$ cat src/rtl/mouse_pos_buffer.sv
`default_nettype none
// ---------------------------------------------------------------------------
// mouse_pos_buffer: saturating, overwrite-oldest sample FIFO for x/y/button
// Revision: 1.0
// ---------------------------------------------------------------------------
module mouse_pos_buffer #(
  parameter int POS_W = 12,
  parameter int NCH   = 2,
  parameter int DEPTH = 4,
  parameter int X_MAX = 1023,
  parameter int Y_MAX = 767
) (
  input  logic                    clk,
  input  logic                    rst_n,
  input  logic                    in_valid,
  input  logic [POS_W-1:0]        xpos_in,
  input  logic [NCH*POS_W-1:0]    ypos_in,
  input  logic                    mouse_left_in,
  output logic                    out_valid,
  input  logic                    out_ready,
  output logic [POS_W-1:0]        xpos_out,
  output logic [NCH*POS_W-1:0]    ypos_out,
  output logic                    mouse_left_out,
  output logic                    left_press,
  output logic [$clog2(DEPTH):0]  level,
  output logic                    overflow
);

  localparam int AW = $clog2(DEPTH);
  localparam int EW = POS_W*(NCH+1)+1;
  localparam logic [AW:0]      LVL_FULL = (AW+1)'(DEPTH);
  localparam logic [POS_W-1:0] X_LIM    = POS_W'(X_MAX);
  localparam logic [POS_W-1:0] Y_LIM    = POS_W'(Y_MAX);

  logic [EW-1:0]        mem [DEPTH];
  logic [AW-1:0]        wr_ptr;
  logic [AW-1:0]        rd_ptr;
  logic [EW-1:0]        hold;
  logic                 prev_left;
  logic [POS_W-1:0]     x_sat;
  logic [NCH*POS_W-1:0] y_sat;
  logic [EW-1:0]        wr_entry;
  logic [EW-1:0]        head;
  logic [EW-1:0]        shown;
  logic                 push;
  logic                 pop;
  logic                 full;
  logic                 drop;

  assign x_sat = (xpos_in > X_LIM) ? X_LIM : xpos_in;

  for (genvar k = 0; k < NCH; k++) begin : g_ysat
    assign y_sat[k*POS_W +: POS_W] =
      (ypos_in[k*POS_W +: POS_W] > Y_LIM) ? Y_LIM : ypos_in[k*POS_W +: POS_W];
  end

  assign wr_entry  = {mouse_left_in, y_sat, x_sat};
  assign out_valid = (level != '0);
  assign full      = (level == LVL_FULL);
  assign push      = in_valid;
  assign pop       = out_ready & out_valid;
  // a push into a full FIFO without a pop evicts the oldest sample
  assign drop      = push & ~pop & full;

  always_ff @(posedge clk) begin
    if (rst_n && push) begin
      mem[wr_ptr] <= wr_entry;
    end
  end

  always_ff @(posedge clk) begin
    if (!rst_n) begin
      wr_ptr     <= '0;
      rd_ptr     <= '0;
      level      <= '0;
      hold       <= '0;
      prev_left  <= 1'b0;
      left_press <= 1'b0;
      overflow   <= 1'b0;
    end else begin
      if (push) begin
        wr_ptr <= wr_ptr + AW'(1);
      end
      if (pop || drop) begin
        rd_ptr <= rd_ptr + AW'(1);
      end
      if (push && !pop && !full) begin
        level <= level + (AW+1)'(1);
      end else if (pop && !push) begin
        level <= level - (AW+1)'(1);
      end
      if (pop) begin
        hold <= head;
      end
      if (drop) begin
        overflow <= 1'b1;
      end
      if (push) begin
        left_press <= mouse_left_in & ~prev_left;
        prev_left  <= mouse_left_in;
      end else begin
        left_press <= 1'b0;
      end
    end
  end

  // show-ahead head while valid, otherwise the last popped sample
  assign head  = mem[rd_ptr];
  assign shown = out_valid ? head : hold;

  assign xpos_out       = shown[POS_W-1:0];
  assign ypos_out       = shown[EW-2:POS_W];
  assign mouse_left_out = shown[EW-1];

endmodule
`default_nettype wire

$ cat config.mk
export PLATFORM = sky130hd
export DESIGN_NAME = mouse_pos_buffer
export DESIGN_NICKNAME = d
export VERILOG_FILES = /design/src/rtl/mouse_pos_buffer.sv
export SDC_FILE = /design/constraint.sdc
export NUM_CORES = 1
export LEC_CHECK = 0
export ABC_AREA = 1
export BUFFER_PORTS_ARGS = -buffer_cell sky130_fd_sc_hd__clkbuf_2
export CELL_PAD_IN_SITES_DETAIL_PLACEMENT = 2
export CELL_PAD_IN_SITES_GLOBAL_PLACEMENT = 2
export CORE_AREA = 2 2 150 152
export CTS_BUF_LIST = sky130_fd_sc_hd__clkbuf_8
export DETAILED_ROUTE_END_ITERATION = 12
export DIE_AREA = 0 0 152 154
export GPL_ROUTABILITY_DRIVEN = 0
export HOLD_SLACK_MARGIN = 0.05
export PLACE_DENSITY = 0.88
export SLEW_MARGIN = 20
export SYNTH_ARGS = -nofsm -noshare
export SYNTH_HDL_FRONTEND = slang
export SYNTH_SLANG_ARGS = --single-unit
$ cat constraint.sdc
create_clock -name clk -period 2.72 [get_ports clk]
set_input_delay 0 -clock clk [delete_from_list [all_inputs] [get_ports clk]]
set_output_delay 0 -clock clk [all_outputs]
set_load 0.05 [all_outputs]
==> impl_metrics.ini, run 1 <==
[finish]
fin_util_pct = 43.9
final_cell_mix = edfxtp_1 (148), nor2_1 (86), clkbuf_2 (83)
final_common_cell = edfxtp_1
area_growth_pct = 19.1
final_nets = 862
final_layout_size_suffix_gt1_share_pct = 18.6
fin_cells = 1109
final_area_mm2 = 0.00951
diodes = 0
num-fill-cells = 2212

[synthesis]
synth_area_mm2 = 0.00798
yosysWarnings = 0
syn_avg_cell_area_um2 = 11.6
synth-seq-cells = 197
synth_cell_type_count = 28
syn-instance-count = 688
ys_seq_area_share_pct = 68.0

[sta]
fmax_ghz = 0.403
setup_slack_ns = 0.237
setup_violations = 0
min_period_ns = 2.48
drv_slew = 0
rsz0062_at_grt = no
fin_hold_ws_ns = 0.0809
final-hold-violation-count = 0
period_share_pct = 91.3
worstMarginPinSlew_ns = 0.890
fin_skew_ns = 0.0163
slew_headroom_pct = 40.5
setup-tns-final_ns = 0

[placement]
io_buffers = 83
preCtsSetupSlack_ns = 0.688
place_inst = 1044
hpwl_mm = 15.0
dpl_cell_area_mm2 = 0.00877

[worst_hold_path]
whs_path_depth = 3
hold_path_class = input pin to register

[global_routing]
use_met1_pct = 24.0
grt_pass1_wl_mm = 37.4
gr-total-overflow = 0
grt_max_degree = 75
track_usage_pct = 20.6
grtUsageMet2_pct = 39.0
grt_pass1_vias = 6567
use_met3_pct = 3.10
grt_busiest_layer = met2
antenna_found_initial = 0

[cts]
cts_made_buffers = 17
insertion_delay_ns = 0.48
clock_sinks = 197
post_cts_buffers = 0
cts_root_buf = clkbuf_8
cts.path.max_buffers = 2
htreeDepth = 4
clk_pin_slew_ns = 0.10
tritoncts = yes

[worst_setup_path]
reg2reg_to = level[2]
crit_end = xpos_out[4]
end_kind = output pin
crit_fanout = 28
worst_ep_required_time_ns = 2.72
rr_worst_depth = 9
r2r_setup_slack_ns = 0.90
r2r_start = level[0]
critPathLaunch = level[0]
path_class = register to output pin
arrival_ns = 2.48
startpoint_type = register

[detailed_routing]
drc = 0
viasPerCell = 5.26
ant_nets = 0
detail_route.wl_per_cell_um = 21.1
wirelength_mm = 23.4
drt-initial-drc-count = 370
drtPass1Iterations = 4
vias = 5828

[floorplanning]
die_w_um = 152
die_y_um = 154
fp.coreArea_mm2 = 0.0217
io_pins = 84
dieArea_mm2 = 0.0234
start_util_pct = 36.8
row_count = 54

[job]
max-cap-violations = 0

[power_and_ir_drop]
power.density_mw_per_mm2 = 983
leakagePower_nw = 3.44
p_total_mw = 9.35
vdd_drop_max_uv = 349

[status]
outcome = complete, no violations
-- sequential cells by signal (all words and copies together) (netlist names), named ones only --
signal,count
overflow,1
rd_ptr,2
left_press,1
mem,148
prev_left,1
wr_ptr,2
hold,37
level,3
-- how the worst min path moves through the flow --
stage | start | end | slack, ns
2_1_floorplan | mouse_left_in | mem[0][36] | 0.1
3_3_place_gp | mouse_left_in | mem[3][36] | 0.32
3_5_place_dp | mouse_left_in | mem[3][36] | 0.33
4_1_cts | xpos_in[10] | mem[0][5] | 0.06
5_1_grt | xpos_in[10] | mem[2][0] | 0.11
6_report | xpos_in[10] | mem[0][5] | 0.08
-- kinds of logic (layout without fill, tap and decap cells) --
group	count (synthesis)	in the layout	share of synthesized area [%]
and+or+nand+nor	177	177	9.32
DFF	197	197	68.0
buffers and inverters	75	193	4.86
other	1	24	0.0470
AOI/OAI and AO/OA	233	233	16.9
adders and majority gates	5	5	0.878
-- metal layers --
metal / vias up / wire length, um
li1: 2672 / -
met1: 3004 / 9870
met2: 119 / 12600
met3: 33 / 533
met4: 0 / 445
met5: - / 0
-- what timing repair did --
item | 4_1_cts | 5_1_grt
endpoints found under the setup margin | 0 | 1
hold endpoints to repair | 131 | 0
hold buffers | 33 | 0
resized for setup | 0 | 1
-- cell type report --
class	instances	area, um2	share of cell area, %
flip-flops and latches	197	5430	57.1
multi-input cells	439	2290	24.0
repair buffers	130	917	9.64
well taps	280	350	3.68
clock buffers	17	234	2.46
clock inverters	15	176	1.86
inverters	31	119	1.25
-- critical path: stages, from the launching register on --
cell      delay [ns]
dfxtp_1         0.38
nor2_4          0.17
nand2_4         0.09
inv_2           0.48
buf_4           0.37
nand2_1         0.08
o21ai_1         0.12
clkbuf_2        0.31
-- where the power goes --
group | leakage [nW] | total, mW | switching, mW | internal (mW)
sequential | 1.73 | 3.61 | 0.145 | 3.47
combinational | 1.51 | 3.78 | 2.90 | 0.881
clock | 0.205 | 1.96 | 1.11 | 0.845
-- Yosys cell counts --
cell type | n | area (um2)
edfxtp_1 | 148 | 4440
nor2_1 | 90 | 338
o21ai_0 | 76 | 380
o21ai_1 | 75 | 375
nand2_1 | 59 | 221
dfxtp_1 | 49 | 981
o22a_1 | 37 | 324
a21oi_1 | 32 | 160
inv_1 | 23 | 86.3
buf_2 | 20 | 100
or2_1 | 18 | 113
clkbuf_1 | 13 | 48.8
a21oi_2 | 10 | 87.6
buf_6 | 8 | 90.1
inv_2 | 7 | 26.3
ha_1 | 4 | 50.1
nand3_1 | 3 | 15.0
nand4_1 | 3 | 18.8
a211o_1 | 2 | 17.5
buf_4 | 2 | 15.0
nand2_4 | 2 | 22.5
buf_8 | 1 | 15.0
conb_1 | 1 | 3.75
fa_1 | 1 | 20.0
inv_4 | 1 | 6.26
nor2_4 | 1 | 11.3
nor3_1 | 1 | 5.00
o21bai_1 | 1 | 7.51
Power figures use the tool's default switching activity.
==> inputs of run 2 (changes only) <==
- BUFFER_PORTS_ARGS: -buffer_cell sky130_fd_sc_hd__clkbuf_2 -> -buffer_cell sky130_fd_sc_hd__buf_2
- CTS_CLUSTER_DIAMETER: not set -> 50
==> impl_metrics.ini, run 2 (synthesis gave the netlist of run 1 again) <==
[status]
outcome = complete, no violations

[worst_hold_path]
hold_start = xpos_in[10]
hold_path_class = input pin to register

[floorplanning]
die_w_um = 152
dieArea_mm2 = 0.0234
start_util_pct = 36.8
fp.coreArea_mm2 = 0.0217
row_count = 54
io_pins = 84
die_y_um = 154

[cts]
cts_made_buffers = 17
cts_root_buf = clkbuf_8
clk_pin_slew_ns = 0.10
clock_sinks = 197
insertion_delay_ns = 0.47
cts_resized = 0
cts.path.max_buffers = 2
tritoncts = yes
htreeDepth = 4

[sta]
setup-tns-final_ns = 0
fin_skew_ns = 0.0185
slew_headroom_pct = 41.4
final-hold-violation-count = 0
setup_violations = 0
min_period_ns = 2.57
worstMarginPinSlew_ns = 0.876
drv_slew = 0
period_share_pct = 94.4
rsz0062_at_grt = no
fmax_ghz = 0.390

[finish]
final_nets = 861
area_growth_pct = 17.9
fin_cells = 1108
largest_reg_flops = 148
final_layout_size_suffix_gt1_share_pct = 17.8
final_common_cell = edfxtp_1
largest_register = mem
reg.largest.list = mem (148), hold (37), level (3)
diodes = 0
num-fill-cells = 2225
final_cell_mix = edfxtp_1 (148), nor2_1 (86), buf_2 (83)

[detailed_routing]
ant_nets = 0
wirelength_mm = 23.7
viasPerCell = 5.26
detail_route.wl_per_cell_um = 21.4
drt-initial-drc-count = 346
drc = 0
drtPass1Iterations = 5
vias = 5823

[global_routing]
grt_max_degree = 75
track_usage_pct = 20.6
grt_pass1_vias = 6616
grt_pass1_wl_mm = 37.4
gr-total-overflow = 0
antenna_found_initial = 0

[power_and_ir_drop]
pwr-share-clk_pct = 19.4
combPwrFrac_pct = 41.2
p_switching_mw = 4.09
leakagePower_nw = 3.41
p_sw_share_pct = 44.7
internal-power_mw = 5.06
p_seq_share_pct = 39.5
power.density_mw_per_mm2 = 971
vdd_drop_max_uv = 366
p_total_mw = 9.15

[worst_setup_path]
cp_slowest_cell = buf_4
crit_fanout = 74
r2r_start = level[0]
worst_ep_required_time_ns = 2.72
path_cells = buf_4 -> o21ai_0 -> o22a_1 -> o21ai_1 -> buf_2
path_class = register to output pin
startpoint_type = register
arrival_ns = 2.57
cp_slowest_stage_delay_ns = 0.58
end_kind = output pin

[placement]
hpwl_mm = 14.7
io_buffers = 83
place_inst = 1042

[job]
max-cap-violations = 0
run 2: changes by cell type in the layout (fill, tap and decap cells not counted), sizes merged:
cell,change
dlygate4sd3,+1
inv,+1
clkinvlp,-2
bufinv,-1
buf,+81
clkinv,+2
clkbuf,-83
run 2: path summary, 6_finish.rpt:
check | endpoint | slack (ns) | cells after the start
worst max-delay path | ypos_out[11] | 0.15 | 5
worst min-delay path | mem[2][1] | 0.10 | 3
worst max register to register | hold[28] | 0.88 | 7
worst min register to register | left_press | 0.45 | 1
run 2: final cells by class:
class	instances	area (um2)	share of cell area, %
repair buffers	129	883	9.38
inverters	31	119	1.26
clock inverters	15	115	1.22
well taps	280	350	3.72
clock buffers	17	234	2.49
multi-input cells	439	2290	24.3
flip-flops and latches	197	5430	57.6
run 2: per-layer routing:
metal | GRT usage (%) | share of wire [%] | vias to the layer above
li1 | - | - | 2672
met1 | 24.3 | 42 | 3004
met2 | 38.1 | 53 | 119
met3 | 4.03 | 2.8 | 28
met4 | 6.23 | 1.7 | 0
met5 | 0 | 0 | -
run 2: critical path, delay by kind of cell, from the launching register on:
| family | cells | cell delay (ns) |
|---|---|---|
| DFF | 1 | 0.37 |
| buffers and inverters | 2 | 0.89 |
| AOI/OAI and AO/OA | 3 | 0.76 |
run 2: stage by stage:
step / hold WS (ns) / area, um2 / setup WS, ns / utilization (%)
after floorplan: 0.0989 / 8070 / 0.138 / -
after global placement: 0.311 / 8730 / 0.822 / 40.2
after detailed placement: 0.325 / 8730 / 0.753 / 40.2
after CTS: 0.0730 / 9420 / 0.207 / 43.4
after global routing: 0.123 / 9420 / 0.0769 / 43.4
final: 0.100 / 9420 / 0.153 / 43.4
run 2: what timing repair did:
item	4_1_cts	5_1_grt
hold buffers	34	0
hold endpoints to repair	131	0
buffers inserted	0	0
run 2: power groups by stage:
stage | sequential (mW) | clock, mW | combinational, mW
4_1_cts | 3.61 | 1.81 | 3.78
3_3_place_gp | 3.64 | 0 | 3.57
6_report | 3.61 | 1.77 | 3.77
2_1_floorplan | 3.68 | 0 | 2.79
3_5_place_dp | 3.68 | 0 | 3.73
5_1_grt | 3.64 | 1.93 | 4.03
